==> src/rtl/led_seq_pkg.sv <==
// Shared types and helpers for the LED bar sequencer.
// Optional feature macro: LED_SEQ_CHASE_EN (adds the CHASE mode and the 'c' command).
package led_seq_pkg;

  // Display modes reported on o_mode; CHASE exists only when the chase feature is built
  typedef enum logic [2:0] {
    MODE_FOLLOW = 3'd0,
    MODE_HOLD   = 3'd1,
    MODE_BLINK  = 3'd2
`ifdef LED_SEQ_CHASE_EN
    ,
    MODE_CHASE  = 3'd3
`endif
  } mode_e;

  // FIFO reader: IDLE issues the pop, WAIT lets the FIFO present the byte
  typedef enum logic {
    RD_IDLE = 1'b0,
    RD_WAIT = 1'b1
  } rd_state_e;

  // Result of decoding one popped byte
  typedef struct packed {
    logic       hit;
    mode_e      mode;
    logic [3:0] digit;
  } cmd_t;

  localparam logic [7:0] ASCII_ZERO = 8'h30;
  localparam logic [7:0] ASCII_NINE = 8'h39;
  localparam logic [7:0] CMD_BLINK  = 8'h62;
  localparam logic [7:0] CMD_CHASE  = 8'h63;
  localparam logic [7:0] CMD_NORMAL = 8'h6E;

  // Digit to bar pattern: 1..9 lights bit d-1, anything else is dark
  function automatic logic [8:0] dec(input logic [3:0] d);
    logic [8:0] r;
    if ((d >= 4'd1) && (d <= 4'd9)) begin
      r = 9'd1 << (d - 4'd1);
    end else begin
      r = 9'd0;
    end
    return r;
  endfunction

endpackage

==> src/rtl/led_seq_tick.sv <==
// Free-running animation tick: counts 0..PERIOD-1 and pulses on the last count.
// i_clr restarts the count so the next pulse comes a full period later.
module led_seq_tick #(
  parameter int unsigned PERIOD = 10
) (
  input  logic clk,
  input  logic rst,
  input  logic i_clr,
  output logic o_tick
);

  localparam int unsigned CW = (PERIOD > 1) ? $clog2(PERIOD) : 1;
  localparam logic [CW-1:0] LAST = CW'(PERIOD - 1);

  logic [CW-1:0] cnt_q;
  logic [CW-1:0] cnt_d;

  // Next count: clear on request, wrap at the end of the period
  always_comb begin
    cnt_d = cnt_q;
    if (i_clr) begin
      cnt_d = '0;
    end else if (cnt_q == LAST) begin
      cnt_d = '0;
    end else begin
      cnt_d = cnt_q + CW'(1);
    end
  end

  // Counter register
  always_ff @(posedge clk) begin
    if (rst) begin
      cnt_q <= '0;
    end else begin
      cnt_q <= cnt_d;
    end
  end

  assign o_tick = (cnt_q == LAST);

endmodule

==> src/rtl/led_bar_sequencer.sv <==
// Mode scheduler for the 9-LED bar: shows the counter digit by default and
// reacts to ASCII commands popped from the UART RX FIFO (hold/blink/chase/follow).
// Optional feature macro: LED_SEQ_CHASE_EN (enables CHASE mode via 'c').
module led_bar_sequencer
  import led_seq_pkg::*;
#(
  parameter int unsigned CLK_HZ     = 100_000_000,
  parameter int unsigned TICK_HZ    = 10,
  parameter int unsigned HOLD_TICKS = 30
) (
  input  logic       clk,
  input  logic       rst,
  input  logic       sw_2,
  input  logic       sw_3,
  input  logic [3:0] i_cnt_digit,
  input  logic       i_fifo_empty,
  input  logic [7:0] i_fifo_rdata,
  output logic       o_fifo_rd,
  output logic [2:0] o_mode,
  output logic [8:0] o_led_data
);

  localparam int unsigned TICK_P = CLK_HZ / TICK_HZ;
  localparam int unsigned HCW    = $clog2(HOLD_TICKS + 1);
  localparam logic [HCW-1:0] HOLD_END = HCW'(HOLD_TICKS);

  rd_state_e     rd_state_q, rd_state_d;
  logic          rd_q, rd_d;
  logic          cmd_vld_q, cmd_vld_d;
  mode_e         mode_q, mode_d;
  logic [3:0]    hold_digit_q, hold_digit_d;
  logic [HCW-1:0] hold_cnt_q, hold_cnt_d;
  logic          blink_ph_q, blink_ph_d;
`ifdef LED_SEQ_CHASE_EN
  logic [8:0]    chase_q, chase_d;
`endif
  logic [8:0]    led_q, led_d;
  cmd_t          cmd_s;
  logic          tick_s;
  logic          tick_clr_s;

  led_seq_tick #(
    .PERIOD (TICK_P)
  ) u_tick (
    .clk    (clk),
    .rst    (rst),
    .i_clr  (tick_clr_s),
    .o_tick (tick_s)
  );

  // Reader next state: pop once when data is available, then wait for the byte.
  // The byte is valid the cycle after the strobe, which is the cycle after WAIT.
  always_comb begin
    rd_state_d = rd_state_q;
    rd_d       = 1'b0;
    cmd_vld_d  = (rd_state_q == RD_WAIT);
    case (rd_state_q)
      RD_IDLE: begin
        if (!i_fifo_empty) begin
          rd_d       = 1'b1;
          rd_state_d = RD_WAIT;
        end else begin
          rd_state_d = RD_IDLE;
        end
      end
      RD_WAIT: begin
        rd_state_d = RD_IDLE;
      end
      default: begin
        rd_state_d = RD_IDLE;
      end
    endcase
  end

  // Command decode of the byte delivered by the FIFO
  always_comb begin
    cmd_s.hit   = 1'b0;
    cmd_s.mode  = MODE_FOLLOW;
    cmd_s.digit = 4'd0;
    if (cmd_vld_q) begin
      case (i_fifo_rdata)
        CMD_BLINK: begin
          cmd_s.hit  = 1'b1;
          cmd_s.mode = MODE_BLINK;
        end
`ifdef LED_SEQ_CHASE_EN
        CMD_CHASE: begin
          cmd_s.hit  = 1'b1;
          cmd_s.mode = MODE_CHASE;
        end
`endif
        CMD_NORMAL: begin
          cmd_s.hit  = 1'b1;
          cmd_s.mode = MODE_FOLLOW;
        end
        default: begin
          if ((i_fifo_rdata >= ASCII_ZERO) && (i_fifo_rdata <= ASCII_NINE)) begin
            cmd_s.hit   = 1'b1;
            cmd_s.mode  = MODE_HOLD;
            // 0x30..0x39: the low nibble is already byte - '0'
            cmd_s.digit = i_fifo_rdata[3:0];
          end else begin
            cmd_s.hit = 1'b0;
          end
        end
      endcase
    end else begin
      cmd_s.hit = 1'b0;
    end
  end

  // Mode scheduler: commands take priority over the tick; every entry restarts the tick
  always_comb begin
    mode_d       = mode_q;
    hold_digit_d = hold_digit_q;
    hold_cnt_d   = hold_cnt_q;
    blink_ph_d   = blink_ph_q;
`ifdef LED_SEQ_CHASE_EN
    chase_d      = chase_q;
`endif
    tick_clr_s   = 1'b0;
    if (cmd_s.hit) begin
      mode_d     = cmd_s.mode;
      tick_clr_s = 1'b1;
      case (cmd_s.mode)
        MODE_HOLD: begin
          hold_digit_d = cmd_s.digit;
          hold_cnt_d   = '0;
        end
        MODE_BLINK: begin
          blink_ph_d = 1'b1;
        end
`ifdef LED_SEQ_CHASE_EN
        MODE_CHASE: begin
          chase_d = 9'h001;
        end
`endif
        default: begin
          tick_clr_s = 1'b1;
        end
      endcase
    end else if (tick_s) begin
      case (mode_q)
        MODE_HOLD: begin
          hold_cnt_d = hold_cnt_q + HCW'(1);
          if ((hold_cnt_q + HCW'(1)) == HOLD_END) begin
            mode_d     = MODE_FOLLOW;
            tick_clr_s = 1'b1;
          end else begin
            mode_d = MODE_HOLD;
          end
        end
        MODE_BLINK: begin
          blink_ph_d = ~blink_ph_q;
        end
`ifdef LED_SEQ_CHASE_EN
        MODE_CHASE: begin
          chase_d = {chase_q[7:0], chase_q[8]};
        end
`endif
        default: begin
          mode_d = mode_q;
        end
      endcase
    end else begin
      tick_clr_s = 1'b0;
    end
  end

  // Bar pattern from the next-cycle mode state so LEDs switch together with o_mode
  always_comb begin
    led_d = 9'd0;
    if (!(sw_2 && sw_3)) begin
      led_d = 9'd0;
    end else begin
      case (mode_d)
        MODE_FOLLOW: led_d = dec(i_cnt_digit);
        MODE_HOLD:   led_d = dec(hold_digit_d);
        MODE_BLINK: begin
          if (blink_ph_d) begin
            led_d = dec(i_cnt_digit);
          end else begin
            led_d = 9'd0;
          end
        end
`ifdef LED_SEQ_CHASE_EN
        MODE_CHASE:  led_d = chase_d;
`endif
        default:     led_d = 9'd0;
      endcase
    end
  end

  // State and output registers
  always_ff @(posedge clk) begin
    if (rst) begin
      rd_state_q   <= RD_IDLE;
      rd_q         <= 1'b0;
      cmd_vld_q    <= 1'b0;
      mode_q       <= MODE_FOLLOW;
      hold_digit_q <= 4'd0;
      hold_cnt_q   <= '0;
      blink_ph_q   <= 1'b0;
`ifdef LED_SEQ_CHASE_EN
      chase_q      <= 9'h001;
`endif
      led_q        <= 9'd0;
    end else begin
      rd_state_q   <= rd_state_d;
      rd_q         <= rd_d;
      cmd_vld_q    <= cmd_vld_d;
      mode_q       <= mode_d;
      hold_digit_q <= hold_digit_d;
      hold_cnt_q   <= hold_cnt_d;
      blink_ph_q   <= blink_ph_d;
`ifdef LED_SEQ_CHASE_EN
      chase_q      <= chase_d;
`endif
      led_q        <= led_d;
    end
  end

  assign o_fifo_rd  = rd_q;
  assign o_mode     = mode_q;
  assign o_led_data = led_q;

endmodule

==> config.mk <==
export PLATFORM = sky130hd
export DESIGN_NAME = led_bar_sequencer
export DESIGN_NICKNAME = d
export VERILOG_FILES = /design/src/rtl/led_seq_pkg.sv /design/src/rtl/led_seq_tick.sv /design/src/rtl/led_bar_sequencer.sv
export SDC_FILE = /design/constraint.sdc
export NUM_CORES = 1
export LEC_CHECK = 0
export CAP_MARGIN = 20
export CORE_ASPECT_RATIO = 1.75
export CORE_MARGIN = 1
export CORE_UTILIZATION = 37
export DETAILED_ROUTE_END_ITERATION = 10
export PLACE_DENSITY = 0.6
export SYNTH_ARGS = -nofsm -noshare
export SYNTH_HDL_FRONTEND = slang
export SYNTH_SLANG_ARGS = --single-unit
export TNS_END_PERCENT = 5
==> constraint.sdc <==
create_clock -name clk -period 6.05 [get_ports clk]
set_input_delay 1.21 -clock clk [delete_from_list [all_inputs] [get_ports clk]]
set_output_delay 1.21 -clock clk [all_outputs]
set_load 0.01 [all_outputs]
==> impl_metrics.py <==
metrics = {
    "die": {
        "fp.dieW_um": 63.75,
        "dieHeight_um": 110.1,
        "coreArea_um2": 6490,
        "num_rows": 39,
        "fp.dieArea_um2": 7015,
        "start_util_pct": 38.04,
        "io_pins": 30,
    },
    "clock_network": {
        "clk_pin_slew_worst_paths_ns": 0.06,
        "htreeDepth": 2,
        "cts.repair.resized": 0,
        "tritoncts": "built",
        "cts_hold_buf": 0,
        "insertion_delay_ns": 0.29,
        "cts_buffers": 5,
        "root_buffer": "clkbuf_16",
        "cts.sinks": 48,
        "clk_path_buf_depth": 2,
        "post_cts_buffers": 0,
    },
    "detailed_routing": {
        "drc": 0,
        "wl_um": 5542,
        "wire_per_inst_um": 13.48,
        "vias": 2177,
        "viasPerCell": 5.297,
        "ant_nets": 0,
        "dr.pass1.iters": 4,
        "drtIter0Drc": 53,
    },
    "yosys": {
        "synth_ff_type": "dfxtp_1",
        "yosysSeqAreaShare_pct": 38.93,
        "syn-cell-area_um2": 2469,
        "async_flop_share_pct": 0,
        "syn-num-nets": 323,
        "ys_types": 46,
        "ys_ff_latch": 48,
        "yosysTopAreaCell": "dfxtp_1",
        "postSynthCellCount": 299,
        "synth_most_common_cell": "dfxtp_1",
        "synth_common_cells": "dfxtp_1, nor2_1, nand3_1",
        "synth_edf_count": 0,
        "ys_warn_count": 0,
        "syn_avg_cell_area_um2": 8.256,
        "yosysTopAreaCellShare_pct": 38.93,
        "yosys-top-cells-area": "dfxtp_1, nor2_1, xor2_1",
    },
    "worst_hold_path": {
        "hp-start": "cmd_vld_d",
        "holdPathEnd": "cmd_vld_d",
        "hold_depth": 1,
        "min_path_type": "flip-flop to flip-flop",
    },
    "sta": {
        "finalSetupTns_ns": 0,
        "finalClockSkew_ns": 0.006202,
        "fin_crit_ns": 3.672,
        "setup-violations-final": 0,
        "maxSlewViolCount": 0,
        "hold_violations": 0,
        "period_share_pct": 60.70,
        "worst_slack_ns": 2.378,
        "max_freq_mhz": 272.3,
        "rsz0062_at_grt": "no",
        "max_slew_margin_pct": 45.59,
        "tightestPinTransition_ns": 0.8161,
    },
    "setup_path": {
        "end_kind": "flip-flop",
        "path_common_cell": "o21ai_0",
        "crit_path_start_kind": "input port",
        "rrSetupSlack_ns": 3.50,
        "cpMaxStageDelayCell": "clkdlybuf4s50_1",
        "crit_fanout": 15,
        "path_delay_family": "compound AO/OA/AOI/OAI gates",
        "worstSetupPathType": "input port to flip-flop",
        "crit_chain": "clkdlybuf4s50_1 > o21ai_0 > nand3_1 > a32oi_1 > o21ai_0 > nor2_1 > o2111ai_1 > a21oi_1",
        "r2r-end": "o_led_data[6]",
        "cpPeakStageDelay_ns": 0.54,
        "critPathRequiredTime_ns": 6.27,
        "crit_cells": 8,
        "critPathBufInv": 1,
        "reg2reg_from": "u_tick.cnt_q[0]",
        "r2r_cells": 8,
        "critPathArrivalTime_ns": 3.89,
    },
    "global_route": {
        "grt_util_met1_pct": 16.12,
        "grt-ovfl-total": 0,
        "grt_usage_pct": 17.45,
        "grt.busiest_layer": "met2",
        "antenna_found_initial": 0,
        "grt_pass1_vias": 2213,
        "grt_pass1_wl_um": 9591,
        "grt_max_degree": 25,
        "met2_usage_pct": 35.64,
        "grt.met3_usage_pct": 3.189,
    },
    "placed_design": {
        "pre_cts_ws_ns": 2.144,
        "dp_hpwl_um": 4222,
        "portBuffers": 29,
        "gp_congestion": 0.8606,
    },
    "pwr": {
        "powerDensity_nw_per_um2": 223.6,
        "finalPower_uw": 670.3,
        "p_leak_nw": 1.046,
        "ir_worst_vdd_mv": 0.1729,
    },
    "cells_and_area": {
        "drive_above_1_share_pct": 5.471,
        "nets": 352,
        "area_delta_synth_final_pct": 21.44,
        "antenna_cells": 0,
    },
    "run_status": {
        "outcome": "completed",
    },
    "run": {
        "maxCapViolations": 0,
    },
}
[state kept, by name, indices dropped and copies added (netlist names)]
name,flops
hold_digit_q,4
o_led_data,9
hold_cnt_q,5
o_mode,3
blink_ph_q,1
cmd_vld_q,1
cmd_vld_d,1
u_tick.cnt_q,24
[area by class of cell]
cell class,instances,area (um2)
clock buffers,6,128.9
clock inverters,2,35.03
fillers,657,3492
inverters,12,45.04
multi-input cells,232,1435
flip-flops and latches,48,960.9
well taps,82,102.6
repair buffers,29,290.3
[worst max-delay path by stage]
stage                     from       endpoint  slack [ns]
3_3_place_gp   i_fifo_rdata[1]  o_led_data[7]        2.27
2_1_floorplan  i_fifo_rdata[7]  o_led_data[6]        3.10
3_5_place_dp   i_fifo_rdata[1]  o_led_data[6]        2.14
4_1_cts        i_fifo_rdata[1]  o_led_data[6]        2.43
6_report       i_fifo_rdata[1]  o_led_data[6]        2.38
5_1_grt        i_fifo_rdata[1]  o_led_data[2]        2.04
[cells in the final DEF (no fill, tap or decap), types with 4 or more instances in the layout]
| cell | n |
|---|---|
| dfxtp_1 | 48 |
| clkbuf_16 | 5 |
| nor3_1 | 9 |
| a31oi_1 | 4 |
| o21ai_0 | 10 |
| nor2b_1 | 4 |
| nand4_1 | 12 |
| inv_1 | 12 |
| nand3_1 | 20 |
| and3_1 | 9 |
| xor2_1 | 12 |
| nand2_1 | 19 |
| ha_1 | 7 |
| xnor2_1 | 11 |
| or3_1 | 10 |
| nor2_1 | 44 |
| clkdlybuf4s50_1 | 29 |
| a21oi_1 | 19 |
[report_power, final]
| part | internal, mW | switching, mW |
|---|---|---|
| registers | 0.319 | 0.00203 |
| clock network | 0.194 | 0.117 |
| logic | 0.0184 | 0.0197 |
| total | 0.532 | 0.139 |
[layer usage]
layer,vias up,wire length [um]
met5,-,0
met4,0,113
met3,9,163
met2,38,3098
met1,1013,2166
li1,1117,-
[metrics by stage]
step | area, um2 | cells | util [%] | hold WS, ns
floorplan | 2469 | 299 | - | 0.4258
global placement | 2834 | 403 | 43.67 | 0.4188
detailed placement | 2834 | 403 | 43.67 | 0.4347
CTS | 2998 | 411 | 46.19 | 0.4440
global route | 2998 | 411 | 46.19 | 0.4615
finish | 2998 | 411 | 46.19 | 0.4383
[logic make-up (layout without fill, tap and decap cells)]
family	Yosys count	after routing	synth area share (%)
AND/OR/NAND/NOR	153	153	33.35
flip-flops	48	48	38.93
AO/OA/AOI/OAI	45	45	11.35
XOR/XNOR	23	23	8.160
buffers and inverters	19	49	2.939
adder cells (fa/ha/maj)	7	7	3.548
multiplexers	4	4	1.723
Power figures use the tool's default switching activity.
